`config.mk`:
```
export PLATFORM = sky130hd
export DESIGN_NAME = rowmatrix_out_drain
export DESIGN_NICKNAME = d
export VERILOG_FILES = /design/src/rtl/rowmatrix_out_drain.sv
export SDC_FILE = /design/constraint.sdc
export NUM_CORES = 1
export LEC_CHECK = 0
export CAP_MARGIN = 20
export CORE_MARGIN = 2
export CORE_UTILIZATION = 30
export DETAILED_ROUTE_END_ITERATION = 7
export GPL_TIMING_DRIVEN = 0
export PLACE_DENSITY = 0.44
export REMOVE_ABC_BUFFERS = 1
export SYNTH_ARGS = -nofsm -noshare
export SYNTH_HDL_FRONTEND = slang
export SYNTH_SLANG_ARGS = --single-unit
```
`constraint.sdc`:
```
create_clock -name i_clk -period 7.9 [get_ports i_clk]
set_input_delay 1.58 -clock i_clk [delete_from_list [all_inputs] [get_ports i_clk]]
set_output_delay 1.58 -clock i_clk [all_outputs]
set_load 0.01 [all_outputs]
```
`src/rtl/rowmatrix_out_drain.sv`:
```
// Output drain for the row-matrix PU: captures the accumulator vector on a rising PU done,
// requantizes every column and streams them out column 0 first over a valid/ready handshake.
module rowmatrix_out_drain #(
  parameter int unsigned NUM_COL     = 8,
  parameter int unsigned IN_WIDTH    = 16,
  parameter int unsigned OUT_WIDTH   = 8,
  parameter int unsigned SHIFT_WIDTH = 4,
  localparam int unsigned IDX_W      = (NUM_COL > 1) ? $clog2(NUM_COL) : 1
) (
  input  logic                          i_clk,
  input  logic                          i_rst,
  input  logic                          i_pu_done,
  input  logic [NUM_COL*IN_WIDTH-1:0]   i_pu_out,
  input  logic [SHIFT_WIDTH-1:0]        i_shift,
  output logic                          o_m_valid,
  input  logic                          i_m_ready,
  output logic [OUT_WIDTH-1:0]          o_m_data,
  output logic [IDX_W-1:0]              o_m_idx,
  output logic                          o_m_last,
  output logic                          o_busy,
  output logic                          o_drain_done,
  output logic                          o_overrun
);

  typedef enum logic {StIdle, StSend} state_e;

  // Clamp bounds held in IN_WIDTH+1 bits so they compare directly against the shifted sum.
  localparam logic signed [IN_WIDTH:0] MAX_V = (IN_WIDTH+1)'((1 << (OUT_WIDTH - 1)) - 1);
  localparam logic signed [IN_WIDTH:0] MIN_V = ~MAX_V;

  function automatic logic [OUT_WIDTH-1:0] requant(input logic signed [IN_WIDTH-1:0] x,
                                                   input logic [SHIFT_WIDTH-1:0]   s);
    logic signed [IN_WIDTH:0] rnd;
    logic signed [IN_WIDTH:0] t;
    logic signed [IN_WIDTH:0] y;
    rnd = '0;
    if (s != '0) rnd = {{IN_WIDTH{1'b0}}, 1'b1} << (s - SHIFT_WIDTH'(1));
    // Extra sign bit keeps x + rounding from wrapping at the positive limit.
    t = {x[IN_WIDTH-1], x} + rnd;
    y = t >>> s;
    if (y > MAX_V) begin
      requant = MAX_V[OUT_WIDTH-1:0];
    end else if (y < MIN_V) begin
      requant = MIN_V[OUT_WIDTH-1:0];
    end else begin
      requant = y[OUT_WIDTH-1:0];
    end
  endfunction

  logic [OUT_WIDTH-1:0] w_q [NUM_COL];
  logic                 w_capture;
  logic                 w_beat;

  state_e               r_state;
  logic                 r_done_d;
  logic [OUT_WIDTH-1:0] r_q [NUM_COL];
  logic                 r_valid;
  logic [IDX_W-1:0]     r_idx;
  logic                 r_last;
  logic                 r_busy;
  logic                 r_drain_done;
  logic                 r_overrun;

  for (genvar g = 0; g < NUM_COL; g++) begin : g_requant
    assign w_q[g] = requant(i_pu_out[IN_WIDTH*g +: IN_WIDTH], i_shift);
  end

  assign w_capture = i_pu_done & ~r_done_d;
  assign w_beat    = r_valid & i_m_ready;

  always_ff @(posedge i_clk) begin
    if (i_rst) begin
      r_state      <= StIdle;
      r_done_d     <= 1'b0;
      r_valid      <= 1'b0;
      r_idx        <= '0;
      r_last       <= 1'b0;
      r_busy       <= 1'b0;
      r_drain_done <= 1'b0;
      r_overrun    <= 1'b0;
      for (int j = 0; j < NUM_COL; j++) r_q[j] <= '0;
    end else begin
      r_done_d     <= i_pu_done;
      r_drain_done <= 1'b0;
      unique case (r_state)
        StIdle: begin
          if (w_capture) begin
            r_q     <= w_q;
            r_state <= StSend;
            r_valid <= 1'b1;
            r_busy  <= 1'b1;
            r_idx   <= '0;
            r_last  <= (NUM_COL == 1);
          end
        end
        StSend: begin
          // A new vector cannot be taken while one is held; flag it instead.
          if (w_capture) r_overrun <= 1'b1;
          if (w_beat) begin
            if (r_last) begin
              r_state      <= StIdle;
              r_valid      <= 1'b0;
              r_busy       <= 1'b0;
              r_drain_done <= 1'b1;
              r_idx        <= '0;
              r_last       <= 1'b0;
            end else begin
              r_idx  <= r_idx + IDX_W'(1);
              r_last <= (r_idx + IDX_W'(1)) == IDX_W'(NUM_COL - 1);
            end
          end
        end
        default: r_state <= StIdle;
      endcase
    end
  end

  assign o_m_valid    = r_valid;
  assign o_m_data     = r_valid ? r_q[r_idx] : '0;
  assign o_m_idx      = r_idx;
  assign o_m_last     = r_last;
  assign o_busy       = r_busy;
  assign o_drain_done = r_drain_done;
  assign o_overrun    = r_overrun;

endmodule
```
; After elaboration in Yosys (flattened, before gate mapping)
; Index checks and enable logic that the tools add are counted.
[totals]
input_bits = 136
memories = 0
ff_bits = 73
ram_bits = 0
latchBits = 0
rom_bits = 0
output_inout_bits = 16
word_cells = 105
[op_classes]
eq_ne = 4
div_mod_pow = 0
mul = 0
bitwise_logic = 6
reduce_logical = 6
shift = 9
order_cmp = 17
muxes = 38
add_sub_neg = 10
[ops]
columns = op, count
row1 = $mux W8, 19
row2 = $add A17 B17 Y17, 8
row3 = $gt A17 B8 Y1 const B, 8
row4 = $lt A17 B8 Y1 const B, 8
row5 = $sshr A17 B4 Y17, 8
row6 = $bmux W8 S3, 1
row7 = $mux W17, 1
row8 = $shl A1 B4 Y17 const A, 1
row9 = $mux W1, 10
row10 = $mux W3, 3
row11 = $pmux W1 S2, 3
row12 = $pmux W3 S2, 1
row13 = $reduce_and A2 Y1, 3
row14 = $ge A4 B4 Y1 const B, 1
row15 = $ne A2 B2 Y1 const B, 2
row16 = $not A3 Y4, 1
row17 = $reduce_bool A4 Y1, 1
row18 = $sub A4 B1 Y4 const B, 1
row19 = $add A3 B1 Y3 const B, 1
row20 = $eq A3 B3 Y1 const B, 1
row21 = $not A1 Y1, 3
row22 = $reduce_and A3 Y1, 1
row23 = $reduce_or A3 Y1, 1
row24 = $and A1 B1 Y1, 2
row25 = $ne A2 B1 Y1 const B, 1

; Longest topological paths before layout
[logic_depth]
depth_word = 8
ltp_mapped = 25
depth_no_buf = 16

; Least setup slack after synthesis
; OpenSTA, ideal clock, no wires.
[synth_path]
path_kind = input to register
startpoint = in i_shift[2]
endpoint = reg r_q[11] (netlist name)
path_buffers = 9
required_time_ns = 7.763
setup_time_ns = 0.137
arrival_time_ns = 7.272
slack_ns = 0.492
cell_stages = 23
path_cell_list = buf_4 -> buf_6 -> clkbuf_1 -> clkbuf_1 -> clkbuf_1 -> clkbuf_1 -> clkbuf_1 -> clkbuf_1 -> nand2_1 -> nor2_1 -> ha_1 -> clkbuf_1 -> a211oi_1 -> o21bai_1 -> a2111oi_0 -> nor2_1 -> xnor2_1 -> mux2_2 -> mux4_2 -> nand3_1 -> or4_1 -> o22ai_2 -> a311oi_1
[synth_between]
elab_chain_len = 8
elab_cells_between_ends = 10
cone_classes = add/sub (2) / order compare (2) / shift (2) / mux (3) / reduce/logical (1)
[synth_rtl]
columns = item, line_no
row1 = from (decl), 14  ; input logic [SHIFT_WIDTH-1:0] i_shift,
row2 = $sub A4 B1 Y4, 37  ; if (s != '0) rnd = {{IN_WIDTH{1'b0}}, 1'b1} << (s - SHIFT_WIDTH'(1));
row3 = $shl A1 B4 Y17, 37
row4 = $mux W17, 37
row5 = $add A17 B17 Y17, 39  ; t = {x[IN_WIDTH-1], x} + rnd;
row6 = $sshr A17 B4 Y17 (*), 40  ; y = t >>> s;
row7 = $lt A17 B8 Y1, 43  ; end else if (y < MIN_V) begin
row8 = $mux W8, 43
row9 = $mux W8 (*), 41  ; if (y > MAX_V) begin
row10 = to (signal assigned), 88  ; r_q <= w_q;
row11 = to (decl), 56  ; logic [OUT_WIDTH-1:0] r_q [NUM_COL];
; Mark *: on every way between the ends. The rest lies on a longest branch, timed or not.
; A chain may end at the register's enable or synchronous reset.

; Final worst setup path
[layout_path]
startpoint = in i_shift[0]
endpoint = reg r_q[62] (netlist name)
; Same word-level chain as after synthesis.

==> impl_metrics.ini <==
[logic_synthesis]
synth_area_um2 = 18800
synth_area_leaders = dfxtp_1 7.8%, nor2_1 6.4%, ha_1 6.0%
synth_edf_count = 0
synth_cells = 2652
yosys.area.top_type = dfxtp_1
synth_ff_type = dfxtp_1
synth.distinct_cells = 112
avgSynthCellArea_um2 = 7.08
ys_ff_latch = 73
synth_top_area_frac = 0.0778
ys_seq_area_frac = 0.0778
synthArstFlopShare = 0
yosys_warnings = 0

[placed_design]
hpwl_um = 62800
place_ws_ns = -0.573
numPlacedInstances = 3477
port_buffers = 151
place_congestion = 0.876

[min_path]
hold_path.class = flip-flop to flip-flop
whs_path_depth = 2

[route]
routed_wl_um = 82600
vias = 21200
drt-pass1-iter-count = 6
drc = 0
ant_nets = 0
avgViaCountPerCell = 6.08
drt_iter0_markers = 1793
route.detailed.wl_per_inst_um = 23.6

[power]
p_per_area_nw_per_um2 = 103
power_leakage_nw = 8.27
vdd_ir_drop_max_uv = 89.8

[critical_path]
crit_type = primary input to flip-flop
start_kind = primary input
cp.required_ns = 8.16
path_max_fanout = 113
r2r_cells = 5
end_kind = flip-flop
arrival_ns = 7.86

[sta]
period_minus_slack_ns = 7.60
rsz0062_at_grt = no
setup_slack_ns = 0.297
fin_crit_sh = 0.962
worst_pin_slew_ns = 1.18
slew_headroom = 0.212
fmax_mhz = 132
slew_viol_final = 0
skew_ns = 0.0126
finalHoldViolCount = 0
setup_viol = 0

[run]
maxCapViolations = 0

[grt]
grt_pass1_wl_um = 123000
antenna_found_initial = 1
track_usage = 0.249
grt_pass1_vias = 19900
grt_max_degree = 114
grt_overflow = 0

[clock_tree]
cts_sinks = 73
clk_pin_slew_ns = 0.07
cts_buffers = 9
htreeDepth = 3
cts_tree = built
cts_buffer_depth = 2
clockRootBuffer = clkbuf_16
worstSkewPairLatency_ns = 0.35

[floorplanning]
die_h_um = 254
die_x_um = 254
dieArea_um2 = 64600
rows = 91
initial_core_util = 0.304
core-area_um2 = 61800
ios = 152

[status]
outcome = finished clean

[finish]
area_growth_pct = 15.6
final_cells = 3495
drive_gt1_frac = 0.0949
fin_nets = 2877
-- sequential cells by signal, indices dropped and copies added (netlist names) --
name          flops
o_overrun         1
o_drain_done      1
o_busy            1
r_done_d          1
o_m_idx           3
r_state           1
r_q              64
o_m_last          1
-- metrics by stage --
step	hold WS, ns	utilization	area [um2]	power, mW	TNS, ns
after floorplan	0.427	-	17900	1.29	0
after global placement	0.444	0.331	20500	1.77	-789.29
after detailed placement	0.448	0.346	21400	1.78	-11.77
after CTS	0.456	0.351	21700	2.21	0
after global routing	0.495	0.351	21700	2.37	0
final	0.457	0.351	21700	2.23	0
-- logic make-up after synthesis --
kind of cell	share of synthesized area
AOI/OAI and AO/OA	0.352
muxes	0.133
DFF	0.0778
xor gates and xnor gates	0.0740
buffers and inverters	0.0565
other	0.000200
and+or+nand+nor	0.246
adders and majority gates	0.0600
-- cell usage in the layout (no fill, tap or decap), types with 26 or more instances in the layout --
cell type,instances
nand2b_1,26
o31ai_1,28
a211oi_1,48
o21ai_0,155
a31oi_1,40
o32ai_1,28
xor2_1,58
o22ai_1,41
mux4_2,46
dfxtp_1,73
nand2_1,242
mux2i_1,94
mux2_2,46
inv_1,38
and2_1,29
nor2_1,305
and3_1,31
o211ai_1,53
ha_1,90
nor3_1,49
clkdlybuf4s50_1,146
nor2b_1,32
a21o_1,54
a21oi_1,193
nand3_1,66
xnor2_1,97
-- cells in the mapped netlist, drive strengths merged (33+ instances only) --
library cell / n
mux2i: 94
nand3: 66
buf: 79
nor2b: 33
clkbuf: 131
dfxtp: 73
o211ai: 55
nor2: 319
xor2: 58
a211oi: 51
a31oi: 40
mux4: 46
o21ai: 168
xnor2: 99
a21o: 54
o22ai: 42
a21oi: 196
mux2: 46
ha: 90
inv: 42
nand2: 247
nor3: 52
-- worst max-delay path, stage by stage --
cell	delay, ns
buf_8	0.19
buf_16	0.29
inv_6	0.38
buf_16	0.32
nand2_2	0.43
nor2_4	0.46
buf_16	0.20
ha_1	0.33
and2_1	0.24
a221o_1	0.31
a31oi_1	0.33
nand4_1	0.30
and4_1	0.28
o31ai_1	0.47
a21oi_1	0.13
a21oi_1	0.30
o2111ai_1	0.16
o311a_1	0.47
a211o_1	0.27
a211oi_2	0.22
-- worst paths after layout --
check	from	end	slack [ns]
worst min-delay path	r_q[31]	r_q[31]	0.46
worst max register to register	r_state	r_q[53]	5.39
worst min register to register	r_q[31]	r_q[31]	0.46
worst max-delay path	i_shift[0]	r_q[62]	0.30
-- area by class of cell --
class	instances	area [um2]
Multi-Input combinational cell	2334	16400
Clock inverter	6	65.1
Timing Repair Buffer	191	2350
Tap cell	837	1050
Inverter	42	173
Fill cell	6579	40100
Clock buffer	10	229
Antenna cell	2	5.00
Sequential cell	73	1460
-- metal layers --
metal / global-route usage / wire [um] / up-vias
li1: - / - / 10200
met1: 0.346 / 37700 / 10200
met2: 0.397 / 36900 / 786
met3: 0.0353 / 5470 / 119
met4: 0.0734 / 2490 / 0
met5: 0 / 0 / -
-- report_power, final --
group | internal, mW | switching, mW | total [mW]
Clock | 0.246 | 0.177 | 0.423
Combinational | 0.543 | 0.797 | 1.34
Sequential | 0.418 | 0.0446 | 0.462
-- timing repair --
| action | CTS | global route |
|---|---|---|
| setup endpoints to repair | 13 | 39 |
| setup buffers | 0 | 0 |
| gates resized for setup | 3 | 7 |
| hold buffers | 0 | 0 |
Note: power is estimated with default switching activity, not from simulation.
